[src/rtl/pipe_reg_pkg.sv]
// Shared types and helpers for the elastic register pipeline.
package pipe_reg_pkg;

    typedef enum logic [1:0] {
        CMD_RST   = 2'd0,
        CMD_FLUSH = 2'd1,
        CMD_SET   = 2'd2,
        CMD_RUN   = 2'd3
    } cmd_t;

    localparam logic DEF_RST_BIT = 1'b0;
    localparam logic DEF_SET_BIT = 1'b1;

    function automatic int clog2(input int n);
        int r;
        r = 0;
        while ((1 << r) < n) r++;
        return r;
    endfunction

    // Reset beats flush beats set beats normal advance.
    function automatic cmd_t decode_cmd(input logic rstN, input logic flush, input logic set);
        if (!rstN)
            return CMD_RST;
        else if (flush)
            return CMD_FLUSH;
        else if (set)
            return CMD_SET;
        else
            return CMD_RUN;
    endfunction

endpackage

[src/rtl/pipe_stage.sv]
// One pipeline stage: a data word plus its valid bit, updated on the falling edge.
module pipe_stage
    import pipe_reg_pkg::*;
#(
    parameter int WIDTH = 8,
    parameter logic [WIDTH-1:0] RST_VAL = {WIDTH{DEF_RST_BIT}},
    parameter logic [WIDTH-1:0] SET_VAL = {WIDTH{DEF_SET_BIT}}
) (
    input  logic             Clk,
    input  logic             RstN,
    input  cmd_t             Cmd,
    input  logic             Load,
    input  logic             VIn,
    input  logic [0:WIDTH-1] DIn,
    output logic             V,
    output logic [0:WIDTH-1] D
);

    // An empty upstream stage only clears V; D keeps its last word.
    always_ff @(negedge Clk or negedge RstN) begin
        if (!RstN) begin
            V <= 1'b0;
            D <= RST_VAL;
        end else begin
            case (Cmd)
                CMD_RST, CMD_FLUSH: begin
                    V <= 1'b0;
                    D <= RST_VAL;
                end
                CMD_SET: begin
                    V <= 1'b1;
                    D <= SET_VAL;
                end
                default: begin
                    if (Load) begin
                        V <= VIn;
                        if (VIn) D <= DIn;
                    end
                end
            endcase
        end
    end

endmodule

[src/rtl/pipe_reg.sv]
// Elastic valid/ready register pipeline with flush, preset and occupancy count.
module pipe_reg
    import pipe_reg_pkg::*;
#(
    parameter int WIDTH = 8,
    parameter int DEPTH = 2,
    parameter logic [WIDTH-1:0] RST_VAL = {WIDTH{DEF_RST_BIT}},
    parameter logic [WIDTH-1:0] SET_VAL = {WIDTH{DEF_SET_BIT}},
    localparam int CW = clog2(DEPTH + 1)
) (
    input  logic             Clk,
    input  logic             RstN,
    input  logic             Set,
    input  logic             Flush,
    input  logic             InValid,
    output logic             InReady,
    input  logic [0:WIDTH-1] DIn,
    output logic             OutValid,
    input  logic             OutReady,
    output logic [0:WIDTH-1] QOut,
    output logic [CW-1:0]    Count
);

    cmd_t             cmd;
    logic [DEPTH:0]   adv;
    logic [DEPTH-1:0] vq;
    logic [DEPTH-1:0] vin;
    logic [0:WIDTH-1] dq   [DEPTH];
    logic [0:WIDTH-1] dsrc [DEPTH];
    logic [CW-1:0]    popNext;

    assign cmd = decode_cmd(RstN, Flush, Set);

    // Ready ripples from the output back to the input: a stage may load when empty or when its successor moves.
    always_comb begin
        adv = '0;
        adv[DEPTH] = OutReady;
        for (int i = DEPTH - 1; i >= 0; i--) begin
            adv[i] = !vq[i] || adv[i+1];
        end
    end

    for (genvar i = 0; i < DEPTH; i++) begin : g_stage
        if (i == 0) begin : g_head
            assign vin[i]  = InValid;
            assign dsrc[i] = DIn;
        end else begin : g_body
            assign vin[i]  = vq[i-1];
            assign dsrc[i] = dq[i-1];
        end

        pipe_stage #(
            .WIDTH   (WIDTH),
            .RST_VAL (RST_VAL),
            .SET_VAL (SET_VAL)
        ) u_stage (
            .Clk  (Clk),
            .RstN (RstN),
            .Cmd  (cmd),
            .Load (adv[i]),
            .VIn  (vin[i]),
            .DIn  (dsrc[i]),
            .V    (vq[i]),
            .D    (dq[i])
        );
    end

    always_comb begin
        popNext = '0;
        for (int i = 0; i < DEPTH; i++) begin
            popNext = popNext + CW'(adv[i] ? vin[i] : vq[i]);
        end
    end

    // Count tracks the next valid population so it lands in the same edge as the valid bits.
    always_ff @(negedge Clk or negedge RstN) begin
        if (!RstN) begin
            Count <= '0;
        end else begin
            case (cmd)
                CMD_SET: Count <= CW'(DEPTH);
                CMD_RUN: Count <= popNext;
                default: Count <= '0;
            endcase
        end
    end

    assign InReady  = adv[0];
    assign OutValid = vq[DEPTH-1];
    assign QOut     = dq[DEPTH-1];

endmodule

[config.mk]
export PLATFORM = sky130hd
export DESIGN_NAME = pipe_reg
export DESIGN_NICKNAME = d
export VERILOG_FILES = /design/src/rtl/pipe_reg_pkg.sv /design/src/rtl/pipe_stage.sv /design/src/rtl/pipe_reg.sv
export SDC_FILE = /design/constraint.sdc
export NUM_CORES = 1
export LEC_CHECK = 0
export ABC_AREA = 1
export BUFFER_PORTS_ARGS = -buffer_cell sky130_fd_sc_hd__buf_2
export CAP_MARGIN = 20
export CORE_AREA = 2 2 54 56
export DETAILED_ROUTE_END_ITERATION = 12
export DIE_AREA = 0 0 56 58
export GPL_TIMING_DRIVEN = 0
export PLACE_DENSITY = 0.64
export SYNTH_ARGS = -nofsm -noshare
export SYNTH_HDL_FRONTEND = slang
export SYNTH_HIERARCHICAL = 1
export SYNTH_SLANG_ARGS = --single-unit
[constraint.sdc]
create_clock -name Clk -period 3.17 [get_ports Clk]
set_clock_uncertainty 0.2 [all_clocks]
set_input_delay 0.1585 -clock Clk [delete_from_list [all_inputs] [get_ports Clk]]
set_output_delay 0.1585 -clock Clk [all_outputs]
set_load 0.005 [all_outputs]
# Yosys cells after proc, flatten, opt, wreduce, memory -nomap -nowiden
# Cells that the tools add are included.
[word_totals]
reg_bits = 20
in_bits = 14
[op_classes]
addsub = 1
n_reduce_logical = 12
n_eq_ne = 3
mux = 16
[ops]
columns = ["op", "count"]
rows = [
  ["$mux W8", 4],
  ["$pmux W8 S2", 2],
  ["$reduce_bool A3 Y1", 4],
  ["$mux W1", 5],
  ["$eq A2 B2 Y1 const B", 2],
  ["$mux W2", 2],
  ["$pmux W1 S2", 2],
  ["$pmux W2 S2", 1],
  ["$reduce_and A2 Y1", 2],
  ["$add A1 B1 Y2", 1],
  ["$eq A2 B1 Y1 const B", 1],
  ["$logic_not A1 Y1", 2],
  ["$logic_not A2 Y1", 1],
  ["$logic_or A1 B1 Y1", 2],
  ["$reduce_or A2 Y1", 1],
]

# Longest topological paths before layout
[logic_depth]
ltp_word = 7
depth_mapped = 8
ltp_nobuf = 8

# Hierarchy
# Netlist, hierarchy kept.
[by_module_without_submodules]
columns = ["module", "seq_area_each_um2", "area_per_inst_um2", "cells_per_inst", "instances"]
rows = [
  ["pipe_stage", 225.2, 450.4, 57, 2],
  ["pipe_reg", 50.0, 131.4, 20, 1],
]

==> results_tabular.tex <==
\begin{tabular}{lr}
\hline
Metric & Value \\
\hline
\multicolumn{2}{l}{\textbf{Timing}} \\
Setup repair after global routing missed its margin & no \\
Count of final hold-check violations & 0 \\
Transition time at the pin with the least slew margin & between 0.4 and 0.5 ns \\
Tightest slew margin relative to the limit & a little over two thirds \\
Final setup violating endpoints & 0 \\
Smallest hold slack & between 0.2 and 0.25 ns \\
TNS Setup & 0 ns \\
Number of slew-limit violations in the final report & 0 \\
Min setup slack post-route & approximately 0.070 ns \\
\multicolumn{2}{l}{\textbf{Floorplanning}} \\
Row Count & 19 \\
Count of pins on the block boundary & 26 \\
Horizontal die dimension & roughly 56 um \\
Total Die Area & approximately 3200 um\^{}2 \\
Area of the placeable core & $\sim$2700 um\^{}2 \\
Starting density of the core & between 30\% and 40\% \\
DIE HEIGHT & between 50 and 60 um \\
\multicolumn{2}{l}{\textbf{Flow run}} \\
Number of maximum-capacitance constraint violations & 0 \\
\multicolumn{2}{l}{\textbf{Placement}} \\
Estimated wirelength of the detail-placed design & approximately 1.5 mm \\
Number of buffers inserted by port buffering & 25 \\
Worst Setup Slack post-DPL & -0.704 ns \\
Weighted congestion at the end of routability-driven global placement & 0.770 \\
Standard cell area after detailed placement & 1200 um\^{}2 \\
\multicolumn{2}{l}{\textbf{Setup path}} \\
Launching element of the worst setup path & g\_stage[0].u\_stage/V \\
Kind of critical path & register to output pin \\
Max Fanout on Critical Path & 5 \\
Data required time at the worst endpoint & approximately 2.8 ns \\
Worst R2R Start & g\_stage[0].u\_stage/V \\
Element type at the critical path end & output pin \\
Kind of launch point of the worst setup path & register \\
Data arrival time at the worst-slack endpoint & around 2.7 ns \\
\multicolumn{2}{l}{\textbf{Route}} \\
Post-route ant nets & 0 \\
Avg Vias per Cell & 4.58 \\
Wire length per cell after detailed routing & between 10 and 15 um \\
Remaining DRCs & 0 \\
Total wire length after detailed routing & just under 2 mm \\
Starting DRC count in detailed routing & 8 \\
1st-pass router iterations & 6 \\
Routed via count & 888 \\
\multicolumn{2}{l}{\textbf{Clock network}} \\
CTS tree & yes \\
Post-CTS Setup Bufs & 0 \\
Root buf cell & clkbuf\_4 \\
Total number of clock tree sinks & 20 \\
Total CTS buffers & 3 \\
Post-CTS Hold Buffers & 0 \\
Max H-tree Level & 1 \\
CTS clock-pin slew for the worst setup and hold paths & $\sim$0.080 ns \\
Clock insertion delay at the later pin of the skew report & approximately 0.29 ns \\
Maximum root-to-sink buffer count & 2 \\
\multicolumn{2}{l}{\textbf{Power and ir drop}} \\
Static Leak & between 0.0007 and 0.0008 uW \\
Power per cell area & $\sim$450 nW/um\^{}2 \\
VDD IR max & $\sim$0.27 mV \\
\multicolumn{2}{l}{\textbf{Global route}} \\
Global-route wire length before repair & around 3.7 mm \\
GRT Resource Usage Total & between 10\% and 20\% \\
Overflow after GRT & 0 \\
Initial antenna violation count & 0 \\
Via count of the first global-routing pass & $\sim$870 \\
Largest net degree at the start of global routing & 23 \\
\multicolumn{2}{l}{\textbf{Cells and area}} \\
Final Util & between 40\% and 50\% \\
\# diodes & 0 \\
Final standard cell area without fillers & between 1000 and 1500 um\^{}2 \\
Most frequent standard cell in the layout excluding fill and tap cells & nand2\_1 \\
Highest-count cells in the layout ignoring fill and taps & nand2\_1 (52), nand3\_1 (25), buf\_2 (24) \\
Post-synthesis to final-layout area growth & 22.3\% \\
Net count of the finished layout & 179 \\
Ratio of cells with drive above 1 in the final layout & 28.2\% \\
\multicolumn{2}{l}{\textbf{Synthesis}} \\
Biggest area consumer among synthesized cells & dfrtn\_1 \\
Gate Count Post-Synth & roughly 130 \\
Average size of a mapped cell & 7.70 um\^{}2 \\
Count of cell types in the netlist & 12 \\
Count of synthesis-stage warnings from yosys & 6 \\
Area contributors post-synth & dfrtn\_1 (48\%), nand2\_1 (19\%), nand3\_1 (12\%), or2\_0 (4.8\%), nand2\_2 (4.2\%) \\
Top cell type's share of synthesized area & 48.5\% \\
Share of synthesized area occupied by flip-flops and latches & between 40\% and 50\% \\
Number of nets in the synthesized netlist & 149 \\
Area of the mapped netlist & approximately 1000 um\^{}2 \\
Yosys reg bits & 20 \\
\multicolumn{2}{l}{\textbf{Hold path}} \\
Path class of the lowest-slack min-delay path & register to register \\
Min-delay src & g\_stage[1].u\_stage/D[2] \\
\multicolumn{2}{l}{\textbf{Status}} \\
Result of the run & finished clean \\
\hline
\end{tabular}
## final timing paths
check | to | slack, ns | depth (start not counted)
worst max-delay path | InReady | 0.07 | 2
worst min-delay path | g_stage[1].u_stage/D[2] | 0.25 | 2
worst max register to register | g_stage[0].u_stage/D[7] | 1.60 | 5
worst min register to register | g_stage[1].u_stage/D[2] | 0.25 | 2
max in group asynchronous | g_stage[1].u_stage/D[5] | 1.47 | 1
min in group asynchronous | g_stage[0].u_stage/V | 1.04 | 1
## critical path: stages, from the launching register on
cell,delay [ns]
dfrtn_1,0.50
nand3_1,0.19
buf_2,0.18
## repair_timing
action | 4_1_cts | 5_1_grt
pin swaps | 0 | 0
resized for setup | 2 | 1
setup endpoints to repair | 18 | 18
## stage by stage
stage	instances	total power (uW)
3_3_place_gp	190	370
4_1_cts	194	582
5_1_grt	194	606
2_1_floorplan	134	338
6_report	194	574
3_5_place_dp	190	374
## cell families (layout without fill, tap and decap cells)
logic type,count (synthesis),count (layout),synth area share [%]
AOI/OAI and AO/OA,1,1,0.484
adders and majority gates,1,1,1.21
buffers and inverters,13,42,5.70
DFF,20,20,48.5
and+or+nand+nor,99,99,44.1
## sequential cells by signal, summed over array words and instances, names as in the netlist
name               count
Count                  2
g_stage.u_stage/D     16
g_stage.u_stage/V      2
## cell type report
class | instances | area [um^2]
repair buffers | 25 | 128
flip-flops and latches | 20 | 500
clock buffers | 3 | 22.5
multi-input cells | 101 | 484
well taps | 31 | 38.8
fillers | 281 | 1400
clock inverters | 1 | 30.0
inverters | 13 | 58.8
## cells in the mapped netlist, drive strengths merged
cell / instances
a21oi: 1
clkinv: 2
dfrtn: 20
ha: 1
inv: 11
nand2: 61
nand3: 25
nor2: 5
or2: 8
## metal layers
| layer | global-route usage, % | part of all wire [%] | vias up |
|---|---|---|---|
| met2 | 23.4 | 47 | 16 |
| met5 | 0 | 0 | - |
| met4 | 7.82 | 1.4 | 0 |
| met1 | 18.3 | 48 | 390 |
| li1 | - | - | 480 |
| met3 | 1.34 | 3.4 | 2 |
## power by group
part	switching, uW	total (uW)	internal, uW
Sequential	10.5	287	276
Clock	76.5	204	128
Combinational	52.4	83.0	30.6
Total	139	574	434
Power figures use the tool's default switching activity.
